$ cat config.mk
export PLATFORM = sky130hd
export DESIGN_NAME = uart_tx
export DESIGN_NICKNAME = d
export VERILOG_FILES = /design/src/rtl/uart_tx.sv
export SDC_FILE = /design/constraint.sdc
export NUM_CORES = 1
export LEC_CHECK = 0
export CAP_MARGIN = 0
export CORE_MARGIN = 2
export CORE_UTILIZATION = 55
export CTS_CLUSTER_SIZE = 14
export DETAILED_ROUTE_END_ITERATION = 16
export GPL_TIMING_DRIVEN = 1
export PLACE_DENSITY = 0.75
export SYNTH_ARGS = -nofsm -noshare
export SYNTH_HDL_FRONTEND = slang
export SYNTH_SLANG_ARGS = --single-unit
$ cat constraint.sdc
create_clock -name clk -period 3.1 [get_ports clk]
set_clock_uncertainty 0.2 [all_clocks]
set_input_delay 0.93 -clock clk [delete_from_list [all_inputs] [get_ports clk]]
set_output_delay 0.93 -clock clk [all_outputs]
set_load 0.1 [all_outputs]
$ cat src/rtl/uart_tx.sv
// 8N1 UART transmitter with a small byte FIFO in front of the serializer.
// The line is registered, so it trails the FSM state by one clock.
module uart_tx #(
  parameter int CLKS_PER_BIT = 860,
  parameter int ADDR_W       = 2
) (
  input  logic              clk,
  input  logic              resetN,
  input  logic [7:0]        dataIn,
  input  logic              dataValid,
  output logic              dataReady,
  output logic              serialOutput,
  output logic              busy,
  output logic [ADDR_W:0]   fifoCount
);

  localparam int BAUD_W = (CLKS_PER_BIT > 1) ? $clog2(CLKS_PER_BIT) : 1;
  localparam logic [BAUD_W-1:0] BAUD_LAST = BAUD_W'(CLKS_PER_BIT - 1);
  localparam logic [ADDR_W:0]   DEPTH     = {1'b1, {ADDR_W{1'b0}}};

  typedef enum logic [1:0] {IDLE, START, DATA, STOP} state_t;

  state_t              state, state_next;
  logic [7:0]          mem [2**ADDR_W];
  logic [ADDR_W-1:0]   wr_ptr, rd_ptr;
  logic [ADDR_W:0]     count;
  logic [7:0]          shift;
  logic [2:0]          bit_idx;
  logic [BAUD_W-1:0]   baud_cnt;
  logic                baud_last, push, pop, line_next;

  assign baud_last = (baud_cnt == BAUD_LAST);
  assign dataReady = (count != DEPTH);
  assign push      = dataValid && dataReady;
  assign fifoCount = count;
  assign busy      = (state != IDLE) || (count != '0);

  // Next-state logic; a pop happens whenever a new frame is started.
  always_comb begin
    state_next = state;
    pop        = 1'b0;
    case (state)
      IDLE: begin
        if (count != '0) begin
          pop        = 1'b1;
          state_next = START;
        end
      end
      START: if (baud_last) state_next = DATA;
      DATA:  if (baud_last && bit_idx == 3'd7) state_next = STOP;
      STOP: begin
        if (baud_last) begin
          if (count != '0) begin
            pop        = 1'b1;
            state_next = START;
          end else begin
            state_next = IDLE;
          end
        end
      end
      default: state_next = IDLE;
    endcase
  end

  always_comb begin
    line_next = 1'b1;
    case (state)
      START:   line_next = 1'b0;
      DATA:    line_next = shift[bit_idx];
      default: line_next = 1'b1;
    endcase
  end

  // State, FIFO bookkeeping, baud/bit counters and the registered line.
  always_ff @(posedge clk) begin
    if (!resetN) begin
      state        <= IDLE;
      serialOutput <= 1'b1;
      wr_ptr       <= '0;
      rd_ptr       <= '0;
      count        <= '0;
      shift        <= '0;
      bit_idx      <= '0;
      baud_cnt     <= '0;
    end else begin
      state        <= state_next;
      serialOutput <= line_next;
      if (push) wr_ptr <= wr_ptr + 1'b1;
      if (pop) begin
        rd_ptr <= rd_ptr + 1'b1;
        shift  <= mem[rd_ptr];
      end
      case ({push, pop})
        2'b10:   count <= count + 1'b1;
        2'b01:   count <= count - 1'b1;
        default: ;
      endcase
      if (state == IDLE || baud_last) baud_cnt <= '0;
      else                            baud_cnt <= baud_cnt + 1'b1;
      if (state != DATA)              bit_idx <= '0;
      else if (baud_last)             bit_idx <= bit_idx + 1'b1;
    end
  end

  // Storage has no reset; the pointers alone define which entries are live.
  always_ff @(posedge clk) begin
    if (resetN && push) mem[wr_ptr] <= dataIn;
  end

endmodule

==> run summary, run 1 <==
The number of enable flip-flop cells after synthesis came out at 32. Part of the cycle the worst path needs: 0.974. Synthesis handed over a netlist of 222 instances. The run gives 0 ns as the setup TNS. Setup repair after global routing left no endpoint under its margin. The flow ran to the end, and the final reports show no timing, DRC or antenna violations. In this run the power density over the cells is 918 mW/mm2.

The tools report the first-pass GRT wire length as 7.87 mm. TritonCTS built the clock tree. The first TritonRoute pass finished after 5 iterations. VDD sags by at most 0.000644 V. For the number of ports placed on the die boundary, the log shows 17. The critical path goes through inv_1, ha_1, or4b_1, buf_12.

For the finished layout, the period the worst path requires is 3.02 ns. At the later pin of the worst-skew pair, clock insertion delay measures 0.33 ns. The root buffer cell chosen for the clock tree is clkbuf_8.

The floorplan has 25 rows. In this run the cell area of the synthesized design comes to 0.00280 mm2. Post-route DRC violation count: 0. Setup violations remaining at the end of the flow were counted as 0.

The die is 75.3 um wide. The tools report the number of global-route vias before repair as 1722. The biggest cell delay along the critical path works out to 0.61 ns. The pin count of the biggest net entering global routing is 18, and the average wire per cell in the routed design is 14.4 um. The share of layout cells above drive strength 1 came out at 0.211. Number of clock sinks seen by CTS: 63.

For this run the aggregate overflow at the end of global routing stands at 0. The run gives 0.00568 mm2 as the area of the die. The detailed router finished its first iteration with 92 violations. In this run, CTS created clock tree buffers numbering 9. Across the run, the number of max-cap violations was 0. Port buffering added 16 buffers.

The tools report the number of H-tree levels as 3. The cts-stage hold buffer count came out at 0. The total half-perimeter wirelength after legalization and detailed placement came out at 3.16 mm. After clock tree synthesis, the repair step resized 0 gates.

The tools report the maximum clock frequency as 331 MHz. For the static leakage, the log shows 1.11 nW. The repair_antennas step left the layout with diodes totalling 0. Across all hold checks on the routed design, the worst slack comes to 0.273 ns. The average instance in the mapped netlist occupies 12.6 um2. The worst setup path is captured at an output pin. For flop-to-flop paths, the worst setup slack is 0.46 ns. The weighted congestion reported at the end of routability-driven placement is 0.787.

The min-delay analysis places its worst path in the category reg -> reg. Counting along the longest clock path gives a buffer depth of 2. The count of fill cells added during filler insertion was 363; the largest driver fanout on the critical path was 5. The final number of hold-violating endpoints is 0. The vertical die dimension is 75.3 um. The fraction of registers with async set/reset came out at 0. The register bit count reported by yosys works out to 63.

The cell with the biggest individual delay on the critical path is or4b_1. The synthesized netlist net count is 247, and the starting density of the core is 0.581. The tools report the number of routed nets with antenna violations as 0. The run gives 0 as the number of pins exceeding their max-slew limit in the final report. The type of the worst setup path is reg -> out. The transition time at the pin with the least slew margin is 0.600 ns, and the net count reported at finish is 267. Share of the yosys chip area belonging to registers: 0.565. The core region is 0.00482 mm2. The run gives 4.51 mm as the aggregate routed wire length. The area growth from synthesis to layout is 15.6%.

After clock tree synthesis, the clock-pin slew on the worst setup and hold paths is 0.07 ns. After detailed routing, the number of vias per cell comes to 5.60. After clock tree synthesis, the setup repair step added 0 buffers. The dominant register cell in the synthesized netlist was edfxtp_1. Summing all flip-flop and latch instances after layout gives 0.00159 mm2. The total area of multi-input combinational cells was 0.00113 mm2; the initial antenna violation count was 0. The logs give 0 for the count of synthesis-stage warnings from yosys and 1757 for the overall via count from detail_route. The number of different library cells used by synthesis comes to 45. For the worst setup path, the data required time is 1.97 ns.

The kind of start point of the critical path is a flip-flop. The data arrival time of the critical path is 1.89 ns, and the aggregate global-route resource usage is 0.190. The tools report the normalized max-slew margin as 0.600.
-- cells in the final DEF, fill, tap and decap left out, types with 2 or more instances in the layout --
cell type	n
edfxtp_1	32
dfxtp_1	28
nand3_1	13
a21oi_1	13
ha_1	13
o21ai_0	12
mux4_2	10
clkdlybuf4s50_1	10
nor2_1	9
nand2_1	9
clkbuf_8	9
inv_1	8
xnor2_1	8
nor2_2	8
buf_4	8
nor3_1	5
and3_1	4
mux2i_1	3
xor2_1	3
or3_1	3
nor2b_1	3
clkinv_4	3
dfxtp_2	3
and2_1	2
clkinv_1	2
o211ai_1	2
bufinv_16	2
-- layout make-up --
type,instances,area share
Clock buffer,9,0.0383
Sequential cell,63,0.490
Tap cell,67,0.0259
Timing Repair Buffer,19,0.0557
Clock inverter,7,0.0302
Multi-Input combinational cell,140,0.350
Inverter,9,0.0104
-- worst max-delay path, delay by kind of cell (launching register included) --
family,cells,cell delay (ns)
fa+ha+maj,1,0.24
buf+inv,2,0.38
flops,1,0.33
simple gates,1,0.61
-- cell families after synthesis --
group | count (synthesis) | share of synthesized area
AND/OR/NAND/NOR | 67 | 0.139
AO/OA/AOI/OAI | 35 | 0.0738
multiplexers | 13 | 0.0912
adder cells (fa/ha/maj) | 14 | 0.0653
flip-flops | 63 | 0.565
XOR/XNOR | 11 | 0.0344
buffers and inverters | 19 | 0.0317
-- per-layer routing --
metal | global-route usage | wire, um | vias up
met5 | 0 | 0 | -
met4 | 0.0936 | 65 | 0
met3 | 0.0397 | 141 | 6
met2 | 0.295 | 2150 | 32
met1 | 0.257 | 2160 | 858
li1 | - | - | 861
-- cells in the mapped netlist (all sizes together), types with 8 or more instances --
cell    count  area share
a21oi      14       0.026
dfxtp      31        0.22
edfxtp     32        0.34
ha         13       0.058
inv         8       0.011
mux4       10       0.080
nand2       9       0.012
nand3      13       0.023
nor2       18       0.034
o21ai      12       0.021
xnor2       8       0.025
-- registers in the layout (all words and copies together), names as in the netlist --
name / flops
state: 2
rd_ptr: 2
serialOutput: 1
shift: 8
bit_idx: 3
fifoCount: 3
mem: 32
baud_cnt: 10
wr_ptr: 2
-- per-stage QoR --
stage / area (um2) / cells / util / total power [W] / setup WS (ns)
6_report: 3240 / 314 / 0.672 / 0.00297 / 0.0810
5_1_grt: 3240 / 314 / 0.672 / 0.00314 / 0.0123
4_1_cts: 3240 / 314 / 0.672 / 0.00298 / 0.0774
3_5_place_dp: 3010 / 298 / 0.626 / 0.00222 / 0.0524
3_3_place_gp: 3010 / 298 / 0.626 / 0.00219 / 0.102
2_1_floorplan: 2810 / 222 / - / 0.00196 / 0.0791
-- report_power, final --
part	total [W]	leakage [nW]	switching [W]	internal, W
Combinational	0.00110	0.457	0.000707	0.000388
Clock	0.000771	0.107	0.000318	0.000453
Sequential	0.00110	0.544	0.0000995	0.00100
Total	0.00297	1.11	0.00112	0.00185
-- worst paths after layout --
kind | start | end | cells past startpoint
min reg2reg | baud_cnt[0]$_SDFF_PP0_ | baud_cnt[0]$_SDFF_PP0_ | 1
max reg2reg | baud_cnt[0]$_SDFF_PP0_ | fifoCount[2]$_SDFFE_PN0P_ | 9
min | baud_cnt[0]$_SDFF_PP0_ | baud_cnt[0]$_SDFF_PP0_ | 1
max | state[0]$_SDFFE_PN0P_ | busy | 4
Note: power is estimated with default switching activity, not from simulation.
==> inputs of run 2 (changes only) <==
Settings changed: DONT_BUFFER_PORTS set to 1, PLACE_DENSITY 0.75 to 0.7, SKIP_LAST_GASP set to 1.
==> run 2 against run 1 <==
  * Non-clock buffer count fell by 11
  * First-iteration DRC count fell by 16%
  * Global-route usage rose by 1.2 points
  * Fmax rose by 5.3%
  * Final cell count fell by 3.5%
  * Worst setup slack improved by 0.15 ns
  * Combinational power fell by 4%
  * Register-to-register slack got worse by 0.04 ns
  * Routed wire length rose by 9.4%
  * Clock power fell by 6.7%
  * Critical path depth did not move
==> run summary, run 2 (synthesis results as in run 1) <==
The library cell used most frequently in the layout, excluding fill and tap cells, is edfxtp_1. The via density per instance was 5.68 (+1.6%); the core area was 0.00482 mm2 (unchanged). The number of routed nets with antenna violations came out at 0 (unchanged).

For the net count reported at finish, the log shows 256 (-4.1%). The total power per unit cell area is 930 mW/mm2 (+1.3%), and the weighted congestion reported at the end of routability-driven placement is 0.812 (+3.2%). The final period demand of the worst path is 2.87 ns (-0.152 ns).

The part of the cycle the worst path needs was 0.925 (-0.0490). The number of flip-flops under the largest register name works out to 32 (unchanged). The total non-filler cell area in the finished layout was 0.00310 mm2 (-4.2%). Data arrival time of the critical path: 1.74 ns (-0.15 ns). Walking the worst path, the cells encountered are inv_1, ha_1, or4b_1, buf_4. The first-pass GRT wire length is 8.26 mm (+5.0%), and the maximum count of clock buffers along a single path is 2 (unchanged).

The area of the die is 0.00568 mm2 (unchanged), and the number of pins exceeding their max-slew limit in the final report is 0 (unchanged). The clock latency on the worst-skew pair was 0.33 ns (about the same). TritonCTS built the clock tree. For the CTS buffer count, the log shows 9 (unchanged). In this run the clock root is driven by a clkbuf_8.

The post-cts sizing count is 0 (unchanged). Endpoint class of the critical path: an output pin. The run gives 0.581 (unchanged) as the starting density of the core. The kind of start point of the critical path is a flip-flop. The DRC violation total after the first TritonRoute iteration is 77 (-16%), and the share of layout cells above drive strength 1 is 0.220 (+0.00981). The number of H-tree levels came out at 3 (unchanged).

The tools report the static leakage as 1.05 nW (-5.3%). The type of the worst setup path is reg -> out. The cts-stage hold buffer count was 0 (unchanged).

The die boundary width was 75.3 um (unchanged); the average wire per cell in the routed design was 16.3 um (+13%). The synthesis-to-finish area growth works out to 10.8%. The count of inserted antenna diode cells came out at 0 (unchanged).

For the aggregate global-route resource usage, the log shows 0.202 (+0.0122). The logs give 0 (unchanged) for the setup fix buffers added after clock tree synthesis and 1794 (+4.2%) for the number of global-route vias before repair. The residual overflow from global routing is 0 (unchanged). Aggregate routed wire length: 4.93 mm (+9.4%). The overall via count from detail_route is 1722 (-2.0%).

The max-cap check violation count was 0 (unchanged); the transition time at the pin with the least slew margin was 0.613 ns (+0.0135 ns). The number of clock sinks seen by CTS is 63 (unchanged). The pin count of the biggest net entering global routing is 18 (unchanged), and the initial antenna violation count is 0 (unchanged). The flow ran to the end, and the final reports show no timing, DRC or antenna violations. The post-route DRC violation count is 0 (unchanged). Class of the tightest hold or removal check: reg -> reg. Setup repair after global routing left no endpoint under its margin. The number of ports placed on the die boundary came out at 17 (unchanged). The slowest stage of the critical path belongs to the cell or4b_1.

The run gives 0 (unchanged) as the final number of hold-violating endpoints. Count of endpoints failing setup in the final report: 0 (unchanged). The total half-perimeter wirelength after legalization and detailed placement is 3.48 mm (+10%), and the length of the first detailed-routing pass in iterations is 4 (-1). The maximum clock frequency is 349 MHz (+5.3%).

The worst endpoint required time was 1.97 ns (about the same); the clock slew at the register clock pins of the worst setup and hold paths was 0.08 ns (about the same). The biggest cell delay along the critical path was 0.44 ns (-0.17 ns). The largest driver fanout on the critical path is 5 (unchanged), and the count of input and output buffers is 0 (-16). The post-placement cell area was 0.00289 mm2 (-4.0%); the vertical die dimension was 75.3 um (unchanged). The run gives 0 ns (unchanged) as the setup TNS.

Register with the most flip-flops: mem. Normalized max-slew margin: 0.590 (-0.0105). The worst IR drop on VDD was 0.000556 V (-14%).

In the layout the commonest cells are 32 x edfxtp_1, 28 x dfxtp_1, 13 x nand3_1, 13 x a21oi_1, 13 x ha_1. The largest registers in the layout are mem x32, baud_cnt x10, shift x8. The placement row count came out at 25 (unchanged).
[run 2: cell count changes in the layout (fill, tap and decap cells not counted), sizes merged]
cell	previous run	this run
buf	9	8
bufinv	2	1
clkdlybuf4s50	10	0
clkinv	5	4
clkinvlp	1	2
inv	8	9
[run 2: critical path, delay by kind of cell (launching register included)]
family	cells	cell delay [ns]
adder cells (fa/ha/maj)	1	0.23
buffers and inverters	2	0.40
flip-flops	1	0.33
AND/OR/NAND/NOR	1	0.44
[run 2: layer usage]
layer	vias up	wire length [um]	track usage
met5	-	0	0
met4	0	34	0.115
met3	4	166	0.0489
met2	32	2600	0.340
met1	853	2130	0.237
li1	833	-	-
[run 2: final timing paths]
| path | start | cells after the start | to | slack [ns] |
|---|---|---|---|---|
| worst min register to register | baud_cnt[0]$_SDFF_PP0_ | 1 | baud_cnt[0]$_SDFF_PP0_ | 0.28 |
| worst max register to register | baud_cnt[0]$_SDFF_PP0_ | 9 | fifoCount[2]$_SDFFE_PN0P_ | 0.42 |
| worst max-delay path | state[0]$_SDFFE_PN0P_ | 4 | busy | 0.23 |
| worst min-delay path | baud_cnt[0]$_SDFF_PP0_ | 1 | baud_cnt[0]$_SDFF_PP0_ | 0.28 |
[run 2: final cells by class]
cell class / instances / area, um2
clock buffers: 9 / 124
clock inverters: 7 / 82.6
fillers: 361 / 1720
inverters: 9 / 33.8
multi-input cells: 140 / 1130
flip-flops and latches: 63 / 1590
well taps: 67 / 83.8
repair buffers: 8 / 60.1
[run 2: where the power goes]
group / internal, W / switching (W)
clock: 0.000380 / 0.000338
sequential: 0.00100 / 0.0000993
combinational: 0.000344 / 0.000718
total: 0.00173 / 0.00116
[run 2: metrics by stage]
stage	hold WS, ns	total power, W	utilization	cells	setup WS (ns)
6_report	0.275	0.00288	0.644	303	0.233
5_1_grt	0.301	0.00306	0.644	303	0.119
4_1_cts	0.278	0.00290	0.644	303	0.214
3_5_place_dp	0.259	0.00218	0.601	287	0.342
3_3_place_gp	0.251	0.00211	0.601	287	0.434
2_1_floorplan	0.239	0.00196	-	222	0.0791
